$ cat src/rtl/gray_sched.sv
// Run scheduler for a shared 3-bit Gray counter: arbitrates two requesters, clears and steps the counter N times, returns result.
// Build option: define GRAY_SCHED_PRIO_EN for fixed priority (requester 0 wins ties); default is round-robin.
module gray_sched #(
  parameter int unsigned LW = 8,
  parameter int unsigned WW = 4
) (
  input  logic          clk,
  input  logic          rst_n,
  input  logic [1:0]    req_i,
  input  logic [LW-1:0] len0_i,
  input  logic [LW-1:0] len1_i,
  input  logic [2:0]    cnt_val_i,
  input  logic          cnt_ovf_i,
  output logic [1:0]    grant_o,
  output logic [1:0]    done_o,
  output logic [2:0]    result_o,
  output logic [WW-1:0] wraps_o,
  output logic          ovf_seen_o,
  output logic          cnt_en_o,
  output logic          cnt_rst_o
);

  localparam logic [2:0]    GRAY_TOP = 3'b100;
  localparam logic [WW-1:0] WRAP_MAX = {WW{1'b1}};

  typedef enum logic [1:0] {IDLE, CLR, RUN, DONE} state_e;

  state_e        state_q, state_d;
  logic [LW-1:0] rem_q, rem_d;
  logic          win_q, win_d;
  logic [1:0]    grant_q, grant_d;
  logic [1:0]    done_q, done_d;
  logic [2:0]    result_q, result_d;
  logic [WW-1:0] wraps_q, wraps_d;
  logic          ovf_q, ovf_d;
  logic [WW-1:0] acc_wraps_q, acc_wraps_d;
  logic          acc_ovf_q, acc_ovf_d;
  logic          cnt_en_q, cnt_en_d;
  logic          cnt_rst_q, cnt_rst_d;
  logic          pick_c;
`ifndef GRAY_SCHED_PRIO_EN
  logic          last_q, last_d;
`endif

  // Winner index among active requesters (only meaningful when req_i != 0)
  always_comb begin
`ifdef GRAY_SCHED_PRIO_EN
    pick_c = ~req_i[0];
`else
    if (req_i == 2'b11) pick_c = ~last_q;
    else                pick_c = req_i[1];
`endif
  end

  always_ff @(posedge clk or negedge rst_n) begin
    if (!rst_n) begin
      state_q     <= IDLE;
      rem_q       <= '0;
      win_q       <= 1'b0;
      grant_q     <= '0;
      done_q      <= '0;
      result_q    <= '0;
      wraps_q     <= '0;
      ovf_q       <= 1'b0;
      acc_wraps_q <= '0;
      acc_ovf_q   <= 1'b0;
      cnt_en_q    <= 1'b0;
      cnt_rst_q   <= 1'b0;
`ifndef GRAY_SCHED_PRIO_EN
      last_q      <= 1'b1;
`endif
    end else begin
      state_q     <= state_d;
      rem_q       <= rem_d;
      win_q       <= win_d;
      grant_q     <= grant_d;
      done_q      <= done_d;
      result_q    <= result_d;
      wraps_q     <= wraps_d;
      ovf_q       <= ovf_d;
      acc_wraps_q <= acc_wraps_d;
      acc_ovf_q   <= acc_ovf_d;
      cnt_en_q    <= cnt_en_d;
      cnt_rst_q   <= cnt_rst_d;
`ifndef GRAY_SCHED_PRIO_EN
      last_q      <= last_d;
`endif
    end
  end

  // Next state; counter controls are computed for the state being entered so they line up with it
  always_comb begin
    state_d     = state_q;
    rem_d       = rem_q;
    win_d       = win_q;
    grant_d     = grant_q;
    done_d      = '0;
    result_d    = result_q;
    wraps_d     = wraps_q;
    ovf_d       = ovf_q;
    acc_wraps_d = acc_wraps_q;
    acc_ovf_d   = acc_ovf_q;
    cnt_en_d    = 1'b0;
    cnt_rst_d   = 1'b0;
`ifndef GRAY_SCHED_PRIO_EN
    last_d      = last_q;
`endif
    unique case (state_q)
      IDLE: begin
        if (req_i != 2'b00) begin
          win_d     = pick_c;
          rem_d     = pick_c ? len1_i : len0_i;
          grant_d   = pick_c ? 2'b10 : 2'b01;
          cnt_rst_d = 1'b1;
          state_d   = CLR;
`ifndef GRAY_SCHED_PRIO_EN
          last_d    = pick_c;
`endif
        end
      end
      CLR: begin
        acc_wraps_d = '0;
        acc_ovf_d   = 1'b0;
        if (rem_q == '0) begin
          state_d = DONE;
        end else begin
          state_d  = RUN;
          cnt_en_d = 1'b1;
        end
      end
      RUN: begin
        rem_d = rem_q - LW'(1);
        if ((cnt_val_i == GRAY_TOP) && (acc_wraps_q != WRAP_MAX))
          acc_wraps_d = acc_wraps_q + WW'(1);
        if (cnt_ovf_i)
          acc_ovf_d = 1'b1;
        if (rem_q == LW'(1)) state_d = DONE;
        else                 cnt_en_d = 1'b1;
      end
      DONE: begin
        result_d = cnt_val_i;
        wraps_d  = acc_wraps_q;
        ovf_d    = acc_ovf_q;
        done_d   = win_q ? 2'b10 : 2'b01;
        grant_d  = '0;
        state_d  = IDLE;
      end
      default: state_d = IDLE;
    endcase
  end

  assign grant_o    = grant_q;
  assign done_o     = done_q;
  assign result_o   = result_q;
  assign wraps_o    = wraps_q;
  assign ovf_seen_o = ovf_q;
  assign cnt_en_o   = cnt_en_q;
  assign cnt_rst_o  = cnt_rst_q;

endmodule
$ cat config.mk
export PLATFORM = sky130hd
export DESIGN_NAME = gray_sched
export DESIGN_NICKNAME = d
export VERILOG_FILES = /design/src/rtl/gray_sched.sv
export SDC_FILE = /design/constraint.sdc
export NUM_CORES = 1
export LEC_CHECK = 0
export BUFFER_PORTS_ARGS = -buffer_cell sky130_fd_sc_hd__buf_2
export CORE_ASPECT_RATIO = 0.7
export CORE_MARGIN = 2
export CORE_UTILIZATION = 58
export CTS_CLUSTER_SIZE = 28
export DETAILED_ROUTE_END_ITERATION = 16
export PLACE_DENSITY = 0.83
export SYNTH_ARGS = -nofsm -noshare
export SYNTH_HDL_FRONTEND = slang
export SYNTH_SLANG_ARGS = --single-unit
$ cat constraint.sdc
create_clock -name clk -period 3.7 [get_ports clk]
set_clock_uncertainty 0.15 [all_clocks]
set_input_delay 0.185 -clock clk [delete_from_list [all_inputs] [get_ports clk]]
set_output_delay 0.185 -clock clk [all_outputs]
set_load 0.01 [all_outputs]
==> metrics.yaml <==
status: "finished, final reports clean"
port_buffers: 37
power_density_mw_per_mm2: 801.8
grt_overflow: 0
wirelength_mm: 3.777
cts_buffers: 5
switching_share_pct: 40.17
post-cts-setup-buffers: 0
relSlewSlack_pct: 41.94
cp_top_family: "simple AND/OR/NAND/NOR gates"
grt_max_degree: 32
dieArea_mm2: 0.003518
cts_max_level: 2
nets: 245
arrival_ns: 2.54
cp.required_ns: 3.72
final_common_cell: "buf_2"
cts_tree: "built"
grt_pass1_vias: 1390
grt_pass1_wl_mm: 6.451
cp-end-kind: "flop"
cellLeakagePower_uw: 0.0009651
synth_warnings: 0
combPwrFrac_pct: 47.0
grtUsageTotal_pct: 23.56
final_hold_viol_count: 0
path_cells: "inv_1, ha_1, or3b_1, o21ai_2, a2111oi_1, nor4_1"
cts_num_sinks: 31
syn_inst: 178
async_flop_share_pct: 100.0
setup_slack_ns: 1.184
cts_buffer_depth: 2
detail-route-antenna-nets: 0
ys_types: 47
tns_ns: 0
cp_slowest_cell: "or3b_1"
ff2ff_path_depth: 6
io_pins: 38
dominantRegCellSynth: "dfrtp_1"
vias: 1509
viasPerCell: 6.060
worstHoldPathCells: 2
dieWidth_um: 70.04
clock_latency_ns: 0.28
p_int_uw: 976.5
ir_worst_vdd_mv: 0.4356
final_cell_mix: "buf_2, dfrtp_1, nand2_1"
worst_path_largest_cell_delay_ns: 0.54
layout_min_cycle_time_ns: 2.516
die_y_um: 50.23
syn_area_mm2: 0.001770
clockRootBuffer: "clkbuf_8"
num_rows: 16
p_sw_uw: 655.7
drt_iter0_drc: 104
fmax_ghz: 0.3975
pre_cts_slack_ns: 1.223
core_mm2: 0.002843
worst-path-max-fanout: 15
path_clk_slew_ns: 0.06
worstMarginPinSlew_ns: 0.8709
rsz0062_at_grt: "false"
syn_nets: 210
ys_ff_latch: 31
stdcell_count: 249
maxCapViolCount: 0
drive_gt1_share_pct: 29.11
gp_congestion: 0.8241
seq_power_share_pct: 37.2
cp_num_buf_inv: 1
place_inst: 241
post_drt_wl_per_cell_um: 15.17
p_clk_share_pct: 15.8
yosysSeqAreaShare_pct: 43.89
drc: 0
avgSynthCellArea_um2: 9.946
crit_cells: 6
areaGrowthSynthToFinish_pct: 14.98
synth_edf_count: 0
dp_hpwl_mm: 2.802
first_pass_iters: 5
slew_viol_final: 0
cp-start-kind: "flop"
path_class: "flop to flop"
diodes: 0
fin_crit_sh_pct: 68.00
start_util_pct: 62.28
setup_viol: 0
antenna_found_initial: 0
hold_path_class: "input pin to flop"
finalPower_uw: 1632
-- what timing repair did --
item	CTS	global route
resized for setup	0	0
hold buffers	1	0
endpoints found under the hold margin	30	0
-- through the flow --
stage               util (%)  area, µm²  hold slack [ns]
CTS                    71.61       2036         0.004382
global route           71.61       2036         0.009354
finish                 71.61       2036         0.007881
global placement       68.18       1938           0.1051
detailed placement     68.18       1938           0.1095
floorplan                  -       1770          -0.2606
-- power by group through the flow --
stage	logic, µW	clock network, µW	registers (µW)
global route	852	283	627
floorplan	586	0	595
detailed placement	757	0	607
finish	767	258	607
CTS	761	265	603
global placement	726	0	594
-- logic make-up after synthesis --
family / count (synthesis) / synth area share (%)
buf+inv: 20 / 5.653
flops: 31 / 43.89
compound gates: 54 / 21.13
fa+ha+maj: 8 / 5.654
mux: 13 / 8.269
simple gates: 52 / 15.41
-- metal layers --
metal / track usage [%] / wire length (µm) / vias to the layer above
li1: - / - / 717
met1: 31.48 / 1726 / 725
met2: 38.89 / 1780 / 61
met3: 6.827 / 241 / 6
met4: 4.487 / 29 / 0
met5: 0 / 0 / -
-- final cells by class --
cell class	instances	area, µm²
Multi-Input combinational cell	127	893.4
Fill cell	222	807.0
Sequential cell	31	777.0
Timing Repair Buffer	38	195.2
Clock buffer	6	82.58
Tap cell	36	45.04
Inverter	10	37.54
Clock inverter	1	5.005
-- final timing paths --
| kind | from | end | slack (ns) |
|---|---|---|---|
| min in group asynchronous | rst_n | rem_q[5] | 0.34 |
| worst min register to register | win_q | done_o[0] | 0.28 |
| max in group asynchronous | rst_n | cnt_rst_o | 2.62 |
| worst max register to register | state_q[1] | rem_q[3] | 1.18 |
| worst min-delay path | cnt_val_i[1] | result_o[1] | 0.008 |
| worst max-delay path | state_q[1] | rem_q[3] | 1.18 |
-- flip-flops by register name, indices dropped and copies added, names as in the netlist --
signal / count
cnt_rst_o: 1
done_o: 2
win_q: 1
cnt_en_o: 1
last_q: 1
rem_q: 8
state_q: 2
result_o: 3
grant_o: 2
ovf_seen_o: 1
acc_wraps_q: 4
acc_ovf_q: 1
wraps_o: 4
-- synth_stat cells (all sizes together), types with 2 or more instances --
library cell	number	area, µm²
a21boi	4	30.03
nor3	2	10.01
a21bo	2	20.02
a31oi	4	25.02
o221ai	2	17.52
a22o	2	17.52
nand3	5	25.02
o21ai	14	73.82
o22a	2	17.52
ha	8	100.1
nor2b	5	31.28
nand2b	2	12.51
and2	2	12.51
buf	6	47.54
mux2i	3	30.03
nor3b	2	15.01
inv	10	37.54
dfrtp	30	750.7
nor2	8	30.03
nand2	17	63.81
mux2	10	116.4
clkbuf	4	15.01
a2111oi	2	20.02
o21a	2	15.01
a21oi	10	50.05
nor4b	2	17.52
nor4	2	12.51
(Power assumes the default switching activity.)
